[src/rtl/core65_pkg.sv]
// Shared definitions for the 65C02 core register datapath: the register
// operation encoding and default sizes used by the A/X/Y register instances.
package core65_pkg;

    localparam int REG_OP_W          = 4;
    localparam int DEFAULT_REG_WIDTH = 8;

    typedef enum logic [REG_OP_W-1:0] {
        NOP      = 4'd0,
        LOAD_DB  = 4'd1,
        LOAD_ALU = 4'd2,
        INC      = 4'd3,
        DEC      = 4'd4,
        ASL      = 4'd5,
        LSR      = 4'd6,
        ROL      = 4'd7,
        ROR      = 4'd8,
        CLR      = 4'd9
    } reg_op_t;

    // True for the shift/rotate group, the only operations that touch carry.
    function automatic logic op_writes_carry(input reg_op_t op);
        return (op == ASL) || (op == LSR) || (op == ROL) || (op == ROR);
    endfunction

endpackage

[src/rtl/register_unit_n_if.sv]
// Bus bundle between a general-purpose register and the surrounding core:
// operation/data inputs from the control and data paths, value and flags out.
interface register_unit_n_if
    import core65_pkg::*;
#(
    parameter int WIDTH        = DEFAULT_REG_WIDTH,
    parameter int SHADOW_DEPTH = 2,
    localparam int LVL_W       = $clog2(SHADOW_DEPTH + 1)
);
    reg_op_t            op;
    logic [WIDTH-1:0]   db_in;
    logic [WIDTH-1:0]   alu_in;
    logic               c_in;
    logic               save;
    logic               restore;

    logic [WIDTH-1:0]   data_out;
    logic               n_out;
    logic               z_out;
    logic               c_out;
    logic               c_we;
    logic [LVL_W-1:0]   shadow_level;
    logic               overflow_err;
    logic               underflow_err;

    // Control/data side that drives the register.
    modport master (
        output op, db_in, alu_in, c_in, save, restore,
        input  data_out, n_out, z_out, c_out, c_we,
               shadow_level, overflow_err, underflow_err
    );

    // The register itself.
    modport slave (
        input  op, db_in, alu_in, c_in, save, restore,
        output data_out, n_out, z_out, c_out, c_we,
               shadow_level, overflow_err, underflow_err
    );

endinterface

[src/rtl/register_shadow_stack.sv]
// LIFO shadow stack holding saved register values. Entry 0 is always the
// top of stack, so push/pop are plain shifts and no pointer indexing is needed.
// A simultaneous push and pop performs the pop only.
module register_shadow_stack #(
    parameter int WIDTH  = 8,
    parameter int DEPTH  = 2,
    localparam int LVL_W = $clog2(DEPTH + 1)
) (
    input  logic             fclk,
    input  logic             reset,
    input  logic             push,
    input  logic             pop,
    input  logic [WIDTH-1:0] push_data,
    output logic [WIDTH-1:0] top_data,
    output logic [LVL_W-1:0] level,
    output logic             full,
    output logic             empty
);

    localparam logic [LVL_W-1:0] FULL_LVL = LVL_W'(DEPTH);
    localparam logic [LVL_W-1:0] ONE_LVL  = LVL_W'(1);

    logic [WIDTH-1:0] stk_q [DEPTH];
    logic [LVL_W-1:0] level_q, level_d;
    logic             do_push, do_pop;

    assign full     = (level_q == FULL_LVL);
    assign empty    = (level_q == '0);
    assign do_pop   = pop && !empty;
    assign do_push  = push && !pop && !full;
    assign top_data = stk_q[0];
    assign level    = level_q;

    // Occupancy count follows the accepted push/pop.
    always_comb begin
        level_d = level_q;
        if (do_pop)
            level_d = level_q - ONE_LVL;
        else if (do_push)
            level_d = level_q + ONE_LVL;
    end

    // Level register; reset empties the stack.
    always_ff @(posedge fclk) begin
        if (reset)
            level_q <= '0;
        else
            level_q <= level_d;
    end

    // Entry storage shifts down on push and up on pop.
    // NOTE: storage has no reset; level_q alone decides which entries are
    // valid, so clearing the array would only cost reset fan-out.
    always_ff @(posedge fclk) begin
        if (do_push) begin
            stk_q[0] <= push_data;
            for (int i = 1; i < DEPTH; i++)
                stk_q[i] <= stk_q[i-1];
        end else if (do_pop) begin
            for (int i = 0; i < DEPTH - 1; i++)
                stk_q[i] <= stk_q[i+1];
        end
    end

endmodule

[src/rtl/register_unit_n.sv]
// General-purpose data register (A/X/Y) for the 65C02 core: encoded load,
// increment/decrement and shift/rotate operations, registered carry with a
// one-cycle write strobe, combinational N/Z, and a shadow stack for
// save/restore with sticky overflow/underflow flags.
module register_unit_n
    import core65_pkg::*;
#(
    parameter int WIDTH        = DEFAULT_REG_WIDTH,
    parameter int SHADOW_DEPTH = 2,
    localparam int LVL_W       = $clog2(SHADOW_DEPTH + 1)
) (
    input  logic              fclk,
    input  logic              reset,
    register_unit_n_if.slave  bus
);

    localparam logic [WIDTH-1:0] ONE = WIDTH'(1);

    logic [WIDTH-1:0] data_q, data_d;
    logic             c_q, c_d;
    logic             c_we_q, c_we_d;
    logic             ovf_q, ovf_d;
    logic             unf_q, unf_d;

    logic [WIDTH-1:0] stk_top;
    logic [LVL_W-1:0] stk_level;
    logic             stk_full, stk_empty;

    // The saved value is always the pre-operation register contents; restore
    // has priority, so a save issued together with it never reaches the stack.
    register_shadow_stack #(
        .WIDTH (WIDTH),
        .DEPTH (SHADOW_DEPTH)
    ) u_shadow (
        .fclk      (fclk),
        .reset     (reset),
        .push      (bus.save && !bus.restore),
        .pop       (bus.restore),
        .push_data (data_q),
        .top_data  (stk_top),
        .level     (stk_level),
        .full      (stk_full),
        .empty     (stk_empty)
    );

    // Next register value, carry and error flags from restore/save/op.
    // NOTE: every signal this block writes gets a default first, so no path
    // through the case/if tree can leave one unassigned and infer a latch.
    always_comb begin
        data_d = data_q;
        c_d    = c_q;
        c_we_d = 1'b0;
        ovf_d  = ovf_q;
        unf_d  = unf_q;

        if (bus.restore) begin
            // Restore overrides the opcode entirely.
            if (stk_empty)
                unf_d = 1'b1;
            else
                data_d = stk_top;
        end else begin
            if (bus.save && stk_full)
                ovf_d = 1'b1;

            c_we_d = op_writes_carry(bus.op);

            case (bus.op)
                LOAD_DB:  data_d = bus.db_in;
                LOAD_ALU: data_d = bus.alu_in;
                INC:      data_d = data_q + ONE;
                DEC:      data_d = data_q - ONE;
                ASL: begin
                    data_d = {data_q[WIDTH-2:0], 1'b0};
                    c_d    = data_q[WIDTH-1];
                end
                LSR: begin
                    data_d = {1'b0, data_q[WIDTH-1:1]};
                    c_d    = data_q[0];
                end
                ROL: begin
                    data_d = {data_q[WIDTH-2:0], bus.c_in};
                    c_d    = data_q[WIDTH-1];
                end
                ROR: begin
                    data_d = {bus.c_in, data_q[WIDTH-1:1]};
                    c_d    = data_q[0];
                end
                CLR:      data_d = '0;
                default:  data_d = data_q;   // NOP and unused codes hold
            endcase
        end
    end

    // Architectural state update; reset overrides all inputs.
    // NOTE: state registers use non-blocking assignments so every flop
    // samples the pre-edge values regardless of statement order.
    always_ff @(posedge fclk) begin
        if (reset) begin
            data_q <= '0;
            c_q    <= 1'b0;
            c_we_q <= 1'b0;
            ovf_q  <= 1'b0;
            unf_q  <= 1'b0;
        end else begin
            data_q <= data_d;
            c_q    <= c_d;
            c_we_q <= c_we_d;
            ovf_q  <= ovf_d;
            unf_q  <= unf_d;
        end
    end

    assign bus.data_out      = data_q;
    assign bus.n_out         = data_q[WIDTH-1];
    assign bus.z_out         = (data_q == '0);
    assign bus.c_out         = c_q;
    assign bus.c_we          = c_we_q;
    assign bus.shadow_level  = stk_level;
    assign bus.overflow_err  = ovf_q;
    assign bus.underflow_err = unf_q;

endmodule

[src/flat_wrapper.sv]
// flat-port wrapper written by rule: the top's interface ports become plain ports
module register_unit_n_flat import core65_pkg::*;
#(
    parameter int WIDTH        = DEFAULT_REG_WIDTH,
    parameter int SHADOW_DEPTH = 2,
    localparam int LVL_W       = $clog2(SHADOW_DEPTH + 1)
)
  (fclk, reset, bus_op, bus_db_in, bus_alu_in, bus_c_in, bus_save, bus_restore, bus_data_out, bus_n_out, bus_z_out, bus_c_out, bus_c_we, bus_shadow_level, bus_overflow_err, bus_underflow_err);
  register_unit_n_if #(.WIDTH(WIDTH), .SHADOW_DEPTH(SHADOW_DEPTH)) bus_i ();
  input  logic fclk;
  input  logic reset;
  input wire logic [$bits(bus_i.op)-1:0] bus_op;
  input wire logic [$bits(bus_i.db_in)-1:0] bus_db_in;
  input wire logic [$bits(bus_i.alu_in)-1:0] bus_alu_in;
  input wire logic [$bits(bus_i.c_in)-1:0] bus_c_in;
  input wire logic [$bits(bus_i.save)-1:0] bus_save;
  input wire logic [$bits(bus_i.restore)-1:0] bus_restore;
  output wire logic [$bits(bus_i.data_out)-1:0] bus_data_out;
  output wire logic [$bits(bus_i.n_out)-1:0] bus_n_out;
  output wire logic [$bits(bus_i.z_out)-1:0] bus_z_out;
  output wire logic [$bits(bus_i.c_out)-1:0] bus_c_out;
  output wire logic [$bits(bus_i.c_we)-1:0] bus_c_we;
  output wire logic [$bits(bus_i.shadow_level)-1:0] bus_shadow_level;
  output wire logic [$bits(bus_i.overflow_err)-1:0] bus_overflow_err;
  output wire logic [$bits(bus_i.underflow_err)-1:0] bus_underflow_err;
  assign bus_i.op = bus_op;
  assign bus_i.db_in = bus_db_in;
  assign bus_i.alu_in = bus_alu_in;
  assign bus_i.c_in = bus_c_in;
  assign bus_i.save = bus_save;
  assign bus_i.restore = bus_restore;
  assign bus_data_out = bus_i.data_out;
  assign bus_n_out = bus_i.n_out;
  assign bus_z_out = bus_i.z_out;
  assign bus_c_out = bus_i.c_out;
  assign bus_c_we = bus_i.c_we;
  assign bus_shadow_level = bus_i.shadow_level;
  assign bus_overflow_err = bus_i.overflow_err;
  assign bus_underflow_err = bus_i.underflow_err;
  register_unit_n #(.WIDTH(WIDTH), .SHADOW_DEPTH(SHADOW_DEPTH)) u_core (.fclk(fclk), .reset(reset), .bus(bus_i));
endmodule
[config.mk]
export PLATFORM = sky130hd
export DESIGN_NAME = register_unit_n_flat
export DESIGN_NICKNAME = d
export VERILOG_FILES = /design/src/rtl/core65_pkg.sv /design/src/rtl/register_unit_n_if.sv /design/src/rtl/register_shadow_stack.sv /design/src/rtl/register_unit_n.sv /design/src/flat_wrapper.sv
export SDC_FILE = /design/constraint.sdc
export NUM_CORES = 1
export LEC_CHECK = 0
export CORE_MARGIN = 3
export CORE_UTILIZATION = 47
export DETAILED_ROUTE_END_ITERATION = 10
export GPL_TIMING_DRIVEN = 0
export PLACE_DENSITY = 0.87
export RECOVER_POWER = 25
export SYNTH_ARGS = -nofsm -noshare
export SYNTH_HDL_FRONTEND = slang
export SYNTH_SLANG_ARGS = --single-unit
[constraint.sdc]
create_clock -name fclk -period 2.6 [get_ports fclk]
set_input_delay 0.52 -clock fclk [delete_from_list [all_inputs] [get_ports fclk]]
set_output_delay 0.52 -clock fclk [all_outputs]
set_load 0.02 [all_outputs]
After elaboration in Yosys (flattened, before gate mapping)

Memories as Yosys holds them, arrays and structs flattened.
Cells that the tools add are included.

Logic and storage cells: 59
Input port bits: 25
Output and inout bits: 16
RAM bits: 16
Memories: 1
Bits in latches: 0
ROM bits: 0
Register bits after elaboration: 14

Shift-type cells: 0
Divide/modulo/power cells: 0
Magnitude comparators: 0
Muxes and demuxes: 12
$add $sub $neg: 4
$mul: 0
Equal/unequal tests: 11
Bitwise operators: 2
Reduce and logical (&&, ||, !) cells: 23

Memories:

| name                  | words | width | rd ports | clocked after memory_dff | write ports | line                        | source |
|---|---|---|---|---|---|---|---|
| u_core.u_shadow.stk_q | 2     | 8     | 2        | 0                        | 2           | register_shadow_stack.sv:23 | `logic [WIDTH-1:0] stk_q [DEPTH];` |

Operator list:

| operator                                                               | number |
|---|---|
| 8-bit case mux with 9 select lines                                     | 1 |
| 8-bit two-way mux                                                      | 3 |
| 4-bit by 3-bit equality test with 1-bit output (second input constant) | 4 |
| 10-bit nonzero test                                                    | 1 |
| 8-bit by 1-bit adder with 8-bit output (second input constant)         | 1 |
| 4-bit by 2-bit equality test with 1-bit output (second input constant) | 2 |
| 4-bit equality test (second input constant)                            | 2 |
| 8-bit logical NOT                                                      | 1 |
| 2-bit AND reduction                                                    | 4 |
| 8-bit by 1-bit subtractor with 8-bit output (second input constant)    | 1 |
| 2-bit OR reduction                                                     | 3 |
| 1-bit logical AND                                                      | 5 |
| 1-bit two-way mux                                                      | 5 |
| 4-bit by 1-bit equality test with 1-bit output (second input constant) | 1 |
| 2-bit two-way mux                                                      | 2 |
| 2-bit nonzero test                                                     | 2 |
| 1-bit logical NOT                                                      | 3 |
| 1-bit logical OR                                                       | 3 |
| 2-bit by 1-bit adder with 2-bit output (second input constant)         | 1 |
| 2-bit equality test (second input constant)                            | 1 |
| 2-bit logical NOT                                                      | 1 |
| 2-bit inequality test (second input constant)                          | 1 |
| 1-bit case mux with 2 select lines                                     | 1 |
| 2-bit by 1-bit subtractor with 2-bit output (second input constant)    | 1 |
| 2 further kinds                                                        | 2 |

Depth between registers and ports, before layout

Gate-level depths: netlist (run 1).

Word-level depth: 7
Mapped depth: 10
Gate-level depth less buffers: 8

Modules after synthesis

A second synthesis (run 1) with hierarchy kept.

Cells, all modules: 223
Area, all modules: 2072.0 um^2

By module, submodules not included:

| module                | cells an instance | seq. area each (um^2) | instances | area an instance (um^2) |
|---|---|---|---|---|
| register_unit_n       | 178               | 240.2                 | 1         | 1333.8 |
| register_shadow_stack | 45                | 520.5                 | 1         | 738.2 |

Least setup slack after synthesis (run 1)

OpenSTA, ideal clock, no wires.

Path kind: input port to flip-flop
Start: input port bus_op[3]
End: register u_core.data_q[4] (netlist: u_core.bus.data_out[4])
Slack: -0.182 ns
Path buffers: 2
Data required time: 2.497 ns
Stages: 9
Setup time: 0.103 ns
Arrival time: 2.679 ns
Path through: buf_2 -> or4b_4 -> buf_6 -> xnor2_1 -> ha_1 -> or4_1 -> o22ai_1 -> nor4_1 -> a2111oi_2

Longest elaborated chain between the ends: 3
Elaborated cells between the ends (all ways): 13
Those cells by class: 9 x eq/ne; 2 x mux; 2 x reduce/logical

Ends and longest elaborated chain:

| what                                                                             | line                   | source |
|---|---|---|
| from (decl)                                                                      | flat_wrapper.sv:12     | `input wire logic [$bits(bus_i.op)-1:0] bus_op;` |
| 4-bit equality test, or another cell as far along                                | register_unit_n.sv:68  | `case (bus.op)` |
| 8-bit case mux with 9 select lines / 10-bit nonzero test (equally long branches) | n/a                    |  |
| 8-bit two-way mux / 2-bit AND reduction (equally long branches)                  | n/a                    |  |
| to (signal assigned)                                                             | register_unit_n.sv:106 | `data_q <= data_d;` |
| to (decl)                                                                        | register_unit_n.sv:19  | `logic [WIDTH-1:0] data_q, data_d;` |

Parallel ways exist; a longest one is shown, timed or not.
A chain may end at the register's enable or synchronous reset.

Final worst setup path (run 1)

Start: input port bus_op[1]
End: register u_core.data_q[6] (netlist: u_core.bus.data_out[6])

Same word-level chain as after synthesis.

==> results of run 1 <==
-- where the power goes --
group | switching (mW) | total (mW) | leakage (nW) | internal [mW]
Combinational | 0.195 | 0.346 | 0.660 | 0.151
Sequential | 0.0207 | 0.556 | 0.268 | 0.535
Clock | 0.165 | 0.349 | 0.0426 | 0.183
-- per-layer routing --
layer	share of wire [%]	vias to the layer above
li1	-	1017
met1	42	1035
met2	46	143
met3	9.5	21
met4	2.5	0
met5	0	-
-- worst paths after layout --
check / depth (start not counted) / start / slack (ps) / endpoint
hold reg to reg: 0 / u_core.u_shadow.stk_q[0][3] / 450 / u_core.u_shadow.stk_q[1][3]
setup / recovery: 10 / bus_op[1] / 80 / u_core.bus.data_out[6]
hold / removal: 0 / u_core.u_shadow.stk_q[0][3] / 450 / u_core.u_shadow.stk_q[1][3]
setup reg to reg: 8 / u_core.bus.data_out[1] / 290 / u_core.bus.data_out[6]
-- critical path: stages --
cell and delay (ps):
buf_8 90, or4b_4 530, buf_8 140, xnor2_2 120, ha_2 220, or4_4 470, nor4_4 160, o21ai_1 110
a41oi_2 250, a211oi_2 50
-- sequential cells by signal, indices dropped and copies added (netlist names) --
| signal | cells |
|---|---|
| u_core.bus.c_out | 1 |
| u_core.bus.c_we | 1 |
| u_core.bus.data_out | 8 |
| u_core.bus.overflow_err | 1 |
| u_core.bus.underflow_err | 1 |
| u_core.u_shadow.level | 2 |
| u_core.u_shadow.stk_q | 16 |
-- cell usage in the layout (no fill, tap or decap), types with 6 or more instances in the layout --
cell type,instances
a21oi_1,9
a31oi_1,6
buf_2,7
clkbuf_1,18
clkdlybuf4s50_1,33
dfxtp_1,14
edfxtp_1,16
inv_1,7
nand2_1,35
nand3_1,6
nand3b_1,7
nor2_1,20
o21ai_0,11
-- per-stage QoR --
step | TNS [ps] | power, mW
floorplan | -90.2 | 0.773
global placement | -3550 | 0.892
detailed placement | -4460 | 0.899
CTS | -107 | 1.25
global route | 0 | 1.32
finish | 0 | 1.25
-- final cells by class --
cell class / instances / share of cell area (%)
multi-input combinational: 184 / 45.9
sequential: 30 / 28.4
clock inverter: 2 / 0.327
timing repair buffer: 38 / 13.8
tap: 50 / 2.34
buffer: 28 / 5.51
inverter: 7 / 0.981
clock buffer: 6 / 2.71
-- kinds of logic after synthesis --
family | after synthesis | share of synthesized area, %
AO/OA/AOI/OAI | 70 | 24.7
XOR/XNOR | 4 | 1.66
adder cells (fa/ha/maj) | 1 | 0.593
buffers and inverters | 35 | 7.59
flip-flops | 30 | 36.0
multiplexers | 6 | 2.90
AND/OR/NAND/NOR | 103 | 26.5
-- repair_timing --
action,CTS,global route
resized for setup,17,2
endpoints found under the setup margin,5,10
pin swaps,7,7
buffers inserted,2,0
endpoints found under the hold margin,0,0
==> impl_results.md, run 1 <==
* Final Max Tran Viols at 0
* Setup WS pre-CTS at -603 ps
* Peak VDD IR at 0.000313 V
* Worst slew margin at 41.1%
* Most Crowded Layer GR: met2
* Placed cells at 335
* CTS tree: yes
* Share of layout cells above drive strength 1 at 12.5%
* Seq/Total Area, Yosys at 36.0%
* Port Buffers at 36
* Design Area, Final at 0.00268 sq mm
* Hpwl dp at 4430 um
* Die Wd at 73.0 um
* Sink Count at 30
* Largest net degree at the start of global routing at 11
* First drt pass iteration count at 5
* Vias in the first global route at 2127
* Prevailing post-synth register cell: edfxtp_1
* Remaining DRCs at 0
* Min setup slack post-route at 83.5 ps
* Met3 GRT Util at 6.20%
* Run status: completed
* Routed WL per cell at 17.5 um
* Final std cells w/o fill at 345
* Top cell type's share of synthesized area at 22.8%
* Die Y at 73.0 um
* Util after Layout at 64.2%
* Worst-Margin Slew at 876 ps
* Total GRT Usage at 24.1%
* Avg Cell Area, Syn at 8.48 sq um
* Largest cells by area after synthesis: edfxtp_1 23%, dfxtp_1 13%, nand2_1 6.2%, nor2_1 3.6%, o21ai_0 3.1%
* Rows at 23
* Vias at 2216
* ANT cells at 0
* Final setup viols at 0
* Max-cap violations at 0
* Ys Warns at 0
* Hold-fix buffers, CTS at 0
* Dpl cell area at 0.00255 sq mm
* Grt ovf at 0
* Critical path type: primary input to flop
* Unique cell type count in the Yosys netlist at 61
* Required @ worst endpoint at 2750 ps
* Initial core utilization at 50.6%
* Clk_lat worst skew at 280 ps
* Met1 usage at 32.0%
* Gpl congestion at 0.934
* LEAKAGE at 0.971 nW
* Hold Violations, Final at 0
* Core area at 0.00417 sq mm
* Area Growth Syn to Fin at 26.9%
* Area of the multi-input gates at 0.00123 sq mm
* Number of enable flip-flop cells after synthesis at 16
* Final Cycle Share at 96.8%
* DR vias/cell at 6.42
* H-tree depth at 2
* Worst-path fanout max at 4
* Most numerous cell in the Yosys netlist: nand2_1
* CP Data Arrival Time at 2670 ps
* Fraction of registers with async set/reset at 0%
* Post-synthesis instance total at 249
* Crit end category: flop
* Hold_ws at 454 ps
* Syn_nets at 275
* Hold crit path type: flop to flop
* DR iter-0 viols at 238
* GRT met2 Usage at 37.9%
* Fill cell count at 355
* First-pass GRT wire length at 10000 um
* # nets final at 320
* Ports at 41
* WL final at 6040 um
* Initial antenna violation count at 0
* Mapped cell area at 0.00211 sq mm
* Number of synthesized register bits at 30
* Die ar. at 0.00533 sq mm
* Pwr Density at 467 mW/mm^2
* Routed Antenna Nets at 0
* Clk slew on worst S/H paths at 60 ps
* Yosys top cell by area: edfxtp_1
* Unrepaired setup endpoints after global routing: false
* CTS Buf Count at 5
* Fmax at 397 MHz
* Critical Path Start Type: primary input
* Tmin final at 2520 ps
* Root Driver: clkbuf_8
* Worst clock skew at 5.31 ps
* Commonest cells post-synth: 35 x nand2_1, 20 x nor2_1, 17 x clkbuf_1, 16 x edfxtp_1, 14 x dfxtp_1
* Clk buf depth at 2
* Register area at 761 sq um
Note: power is estimated with default switching activity, not from simulation.
==> inputs of run 2 (changes only) <==
CORE_MARGIN = 5   (was 3)
==> impl_results.md, run 2 (synthesis results as in run 1) <==
* Worst r2r path cells at 9 (+1)
* Remaining DRCs at 0 (unchanged)
* CTS Buf Count at 5 (unchanged)
* Total GRT Usage at 21.6% (-2.5 points)
* Fill cell count at 370 (+4.2%)
* Min setup slack post-route at 109 ps (+25.1 ps)
* Gpl congestion at 0.956 (+2.4%)
* First-pass GRT wire length at 10400 um (+3.6%)
* Core area at 0.00435 sq mm (+4.3%)
* Design Area, Final at 0.00273 sq mm (+1.7%)
* Setup WS pre-CTS at -601 ps (+1.74 ps)
* ANT cells at 0 (unchanged)
* Share of layout cells above drive strength 1 at 13.2% (+0.68 points)
* Final std cells w/o fill at 347 (+0.58%)
* Area Growth Syn to Fin at 29.1%
* Initial core utilization at 48.5% (-2.1 points)
* Vias at 2276 (+2.7%)
* Switching power at 0.412 mW (+7.9%)
* Hold-fix buffers, CTS at 0 (unchanged)
* Root Driver: clkbuf_8
* Port Buffers at 36 (unchanged)
* Internal power at 1.07 mW (+23%)
* Area of the multi-input gates at 0.00123 sq mm (unchanged)
* Biggest register: u_core.u_shadow.stk_q
* First drt pass iteration count at 5 (unchanged)
* H-tree depth at 2 (unchanged)
* LEAKAGE at 0.995 nW (+2.4%)
* Sink Count at 30 (unchanged)
* Grt ovf at 0 (unchanged)
* Dpl cell area at 0.00255 sq mm (about the same)
* Final Cycle Share at 95.8% (-0.96 points)
* Pwr Density at 542 mW/mm^2 (+16%)
* Worst-Margin Slew at 973 ps (+96.6 ps)
* Hold Violations, Final at 0 (unchanged)
* Clk_lat worst skew at 290 ps (about the same)
* Die ar. at 0.00593 sq mm (+11%)
* Worst-path fanout max at 4 (unchanged)
* Placed cells at 337 (+0.60%)
* CP Data Arrival Time at 2700 ps (+30 ps)
* Routed Antenna Nets at 0 (unchanged)
* Sequential share of power at 37.6% (-6.8 points)
* DR iter-0 viols at 248 (+4.2%)
* Final Max Tran Viols at 0 (unchanged)
* Critical Path Start Type: primary input
* Hpwl dp at 4620 um (+4.3%)
* Die Y at 77.0 um (+5.5%)
* Ports at 41 (unchanged)
* Tmin final at 2490 ps (-25.1 ps)
* Peak VDD IR at 0.000485 V (+55%)
* Vias in the first global route at 2206 (+3.7%)
* Final setup viols at 0 (unchanged)
* WL final at 6560 um (+8.6%)
* CTS tree: yes
* Worst slew margin at 34.6% (-6.5 points)
* Die Wd at 77.0 um (+5.5%)
* Util after Layout at 62.6% (-1.6 points)
* Clock Power Share at 38.6% (+11 points)
* Clk slew on worst S/H paths at 70 ps (about the same)
* Crit end category: flop
* Clk buf depth at 2 (unchanged)
* Leading cell types in the layout, fill and taps excluded: 35 x nand2_1, 33 x clkdlybuf4s50_1, 20 x nor2_1, 17 x clkbuf_1, 16 x edfxtp_1
* Combinational cell fraction of total power at 23.8% (-3.9 points)
* Hold crit path type: flop to flop
* Initial antenna violation count at 0 (unchanged)
* DR vias/cell at 6.56 (+2.1%)
* Commonest non-fill, non-tap cell in the layout: nand2_1
* Routed WL per cell at 18.9 um (+8.0%)
* Critical path type: primary input to flop
* Worst clock skew at 11.9 ps (+6.64 ps)
* Largest net degree at the start of global routing at 11 (unchanged)
* Cell count of the worst hold path at 0 (unchanged)
* Register area at 761 sq um (unchanged)
* Max FFs per register at 16 (unchanged)
* # nets final at 320 (unchanged)
* Fmax at 401 MHz (+1.0%)
* Sw frac at 27.9% (-2.6 points)
* Run status: completed
* Pwr Total at 1.48 mW (+18%)
* Required @ worst endpoint at 2810 ps (+60 ps)
* Rows at 24 (+4.3%)
* Max-cap violations at 0 (unchanged)
* Unrepaired setup endpoints after global routing: false
[run 2: routing by layer]
layer  vias up  part of all wire, %  GRT usage [%]
li1       1019                    -              -
met1      1070                   40           26.6
met2       155                   47           35.7
met3        32                   10           5.74
met4         0                  3.7           8.25
met5         -                    0              0
[run 2: path summary, 6_finish.rpt]
kind | start | endpoint | slack, ps
setup / recovery | bus_op[0] | u_core.bus.data_out[6] | 110
hold reg to reg | u_core.u_shadow.stk_q[0][1] | u_core.u_shadow.stk_q[1][1] | 470
hold / removal | u_core.u_shadow.stk_q[0][1] | u_core.u_shadow.stk_q[1][1] | 470
setup reg to reg | u_core.bus.data_out[1] | u_core.bus.data_out[6] | 210
[run 2: power by group through the flow]
stage	Clock [mW]	Sequential, mW	Combinational (mW)
after floorplan	0	0.576	0.197
after global placement	0	0.564	0.329
after detailed placement	0	0.566	0.336
after CTS	0.570	0.555	0.344
after global routing	0.594	0.558	0.375
final	0.570	0.556	0.351
[run 2: final cells by class]
| cell class | count | share of cell area, % |
|---|---|---|
| multi-input combinational | 184 | 45.1 |
| clock inverter | 3 | 2.34 |
| buffer | 27 | 4.87 |
| tap | 52 | 2.39 |
| clock buffer | 5 | 2.53 |
| sequential | 30 | 27.9 |
| timing repair buffer | 39 | 13.9 |
| inverter | 7 | 0.964 |
[run 2: through the flow]
| step | setup TNS (ps) | hold slack [ps] |
|---|---|---|
| 6_report | 0 | 470 |
| 4_1_cts | -82.3 | 459 |
| 5_1_grt | 0 | 469 |
| 2_1_floorplan | -90.2 | 417 |
| 3_5_place_dp | -5570 | 440 |
| 3_3_place_gp | -3600 | 437 |
[run 2: worst max-delay path, cell delays in order]
cell and delay (ps):
buf_6 100, or4b_4 580, xnor2_2 200, ha_2 210
buf_4 110, inv_1 50, nor4_1 390, or3_4 200
a41oi_2 130, a211oi_1 190
[run 2: timing repair]
| item | 4_1_cts | 5_1_grt |
|---|---|---|
| gates cloned | 0 | 0 |
| endpoints found under the hold margin | 0 | 0 |
| endpoints found under the setup margin | 13 | 2 |
| buffers inserted | 3 | 0 |
| gates resized for setup | 17 | 1 |
| pin swaps | 8 | 5 |
==> inputs of run 3 (changes only) <==
CELL_PAD_IN_SITES_DETAIL_PLACEMENT = 0   (was unset)
CELL_PAD_IN_SITES_GLOBAL_PLACEMENT = 1   (was unset)
CORE_UTILIZATION = 35   (was 47)
CTS_CLUSTER_DIAMETER = 40   (was unset)
==> impl_results.md, run 3 (synthesis results as in run 1) <==
* Hold crit path type: flop to flop
* Min setup slack post-route at 120 ps (+11.9 ps)
* Root Driver: clkbuf_8
* Critical Path Start Type: primary input
* Design Area, Final at 0.00271 sq mm (-0.55%)
* CP Buf/Inv Count at 2 (-1)
* Setup WS pre-CTS at -591 ps (+10.7 ps)
* # nets final at 320 (unchanged)
* CTS tree: yes
* Routed WL per cell at 17.3 um (-8.4%)
* First drt pass iteration count at 5 (unchanged)
* Combinational cell fraction of total power at 26.9% (+3.1 points)
* CP peak stage delay at 570 ps (about the same)
* Leading cell types in the layout, fill and taps excluded: 35 x nand2_1, 33 x clkdlybuf4s50_1, 20 x clkbuf_1, 20 x nor2_1, 16 x edfxtp_1
* Sequential share of power at 42.8% (+5.2 points)
* Max-cap violations at 0 (unchanged)
* Unrepaired setup endpoints after global routing: false
* CP Data Arrival Time at 2660 ps (-40 ps)
* Max FFs per register at 16 (unchanged)
* Routed Antenna Nets at 0 (unchanged)
* Share of layout cells above drive strength 1 at 12.2% (-1.0 points)
* Remaining DRCs at 0 (unchanged)
* Hold path startpoint: u_core.u_shadow.stk_q[0][0]
* Hpwl dp at 4760 um (+3.1%)
* LEAKAGE at 0.967 nW (-2.8%)
* Clock Power Share at 30.3% (-8.3 points)
* Sw frac at 30.5% (+2.6 points)
* CP Cell Sequence: buf_6 -> or4b_4 -> xnor2_2 -> ha_2 -> or4_4 -> buf_4 -> o22ai_4 -> nor4_1 -> a2111oi_2
* Total GRT Usage at 17.6% (-4.0 points)
* Peak VDD IR at 0.000287 V (-41%)
* Die ar. at 0.00768 sq mm (+30%)
* Worst slew margin at 38.0% (+3.4 points)
* Dpl cell area at 0.00258 sq mm (+1.1%)
* Initial core utilization at 35.9% (-13 points)
* WL final at 6410 um (-2.4%)
* Worst-path fanout max at 4 (unchanged)
* Pwr Density at 478 mW/mm^2 (-12%)
* Ports at 41 (unchanged)
* Fmax at 403 MHz (+0.48%)
* Clk_lat worst skew at 290 ps (about the same)
* Run status: completed
* Clk slew on worst S/H paths at 60 ps (about the same)
* DR iter-0 viols at 232 (-6.5%)
* Die Wd at 87.7 um (+14%)
* Fill cell count at 595 (+61%)
* Switching power at 0.395 mW (-4.0%)
* Tmin final at 2480 ps (-11.9 ps)
* Port Buffers at 36 (unchanged)
* Final Cycle Share at 95.4% (-0.46 points)
* Biggest register: u_core.u_shadow.stk_q
* Internal power at 0.901 mW (-15%)
* Clk buf depth at 2 (unchanged)
* Final setup viols at 0 (unchanged)
* Largest net degree at the start of global routing at 11 (unchanged)
* Initial antenna violation count at 0 (unchanged)
* Required @ worst endpoint at 2780 ps (-30 ps)
* Final Max Tran Viols at 0 (unchanged)
* Sink Count at 30 (unchanged)
* CP max-delay cell: or4b_4
* Worst-Margin Slew at 917 ps (-55.7 ps)
* Rows at 28 (+17%)
* Area Growth Syn to Fin at 28.4%
* Gpl congestion at 0.962 (+0.54%)
* Vias in the first global route at 2000 (-9.3%)
* Critical path type: primary input to flop
* Crit path from: bus_op[0]
* R2r startpoint: u_core.bus.data_out[1]
* Worst clock skew at 7.61 ps (-4.34 ps)
* Grt ovf at 0 (unchanged)
* H-tree depth at 2 (unchanged)
* Vias at 2126 (-6.6%)
* Top Family by Delay on Critical Path: simple AND/OR/NAND/NOR gates
* Core area at 0.00589 sq mm (+35%)
* Crit end category: flop
* CTS Buf Count at 5 (unchanged)
* Die Y at 87.7 um (+14%)
* Hold-fix buffers, CTS at 0 (unchanged)
* DR vias/cell at 5.75 (-12%)
* Hold Violations, Final at 0 (unchanged)
* Pwr Total at 1.30 mW (-12%)
* Commonest non-fill, non-tap cell in the layout: nand2_1
* First-pass GRT wire length at 10400 um (-0.40%)
* ANT cells at 0 (unchanged)
## run 3: cell types whose count changed in the layout (fill, tap and decap cells not counted), sizes merged
cell	delta
clkbuf	+3
bufinv	-2
buf	-1
## run 3: through the flow
| stage | setup TNS (ps) | util [%] | hold WS [ps] | std cells |
|---|---|---|---|---|
| after global routing | 0 | 46.0 | 471 | 370 |
| after detailed placement | -5880 | 43.8 | 441 | 360 |
| after CTS | -50.7 | 46.0 | 469 | 370 |
| after floorplan | -90.2 | - | 417 | 249 |
| after global placement | -4670 | 43.8 | 443 | 360 |
| final | 0 | 46.0 | 468 | 370 |
## run 3: what timing repair did
item / 4_1_cts / 5_1_grt
endpoints found under the hold margin: 0 / 0
buffers inserted: 3 / 0
gates resized for setup: 16 / 1
endpoints found under the setup margin: 13 / 2
pin swaps: 9 / 6
## run 3: final timing paths
path | endpoint | slack [ps] | cells past startpoint
worst max-delay path | u_core.bus.data_out[4] | 120 | 9
worst min register to register | u_core.u_shadow.stk_q[1][0] | 470 | 0
worst max register to register | u_core.bus.data_out[4] | 280 | 8
worst min-delay path | u_core.u_shadow.stk_q[1][0] | 470 | 0
## run 3: area by class of cell
| type | instances | area [sq um] | area share (%) |
|---|---|---|---|
| clock buffers | 7 | 86.3 | 3.19 |
| repair buffers | 39 | 378 | 13.9 |
| multi-input cells | 184 | 1230 | 45.4 |
| well taps | 75 | 93.8 | 3.46 |
| clock inverters | 1 | 5.00 | 0.185 |
| plain buffers | 27 | 130 | 4.80 |
| flip-flops and latches | 30 | 761 | 28.1 |
| inverters | 7 | 26.3 | 0.970 |
## run 3: metal layers
layer / global-route usage (%) / vias to the layer above / wire length [um]
met3: 4.42 / 12 / 413
met5: 0 / - / 0
met1: 24.2 / 1006 / 3030
met2: 27.0 / 82 / 2840
met4: 5.58 / 0 / 122
li1: - / 1026 / -
## run 3: power by group through the flow
stage	Sequential, mW	Clock [mW]	Combinational [mW]
after floorplan	0.576	0	0.197
after global placement	0.565	0	0.336
after detailed placement	0.566	0	0.338
after CTS	0.556	0.400	0.346
after global routing	0.559	0.430	0.379
final	0.555	0.392	0.349
## run 3: worst reg2reg max path: cells and delay by family (launching register included)
kind / cells / cell delay (ps)
buffers and inverters: 2 / 580
AND/OR/NAND/NOR: 2 / 520
flip-flops: 1 / 390
XOR/XNOR: 1 / 100
AO/OA/AOI/OAI: 2 / 410
adder cells (fa/ha/maj): 1 / 220
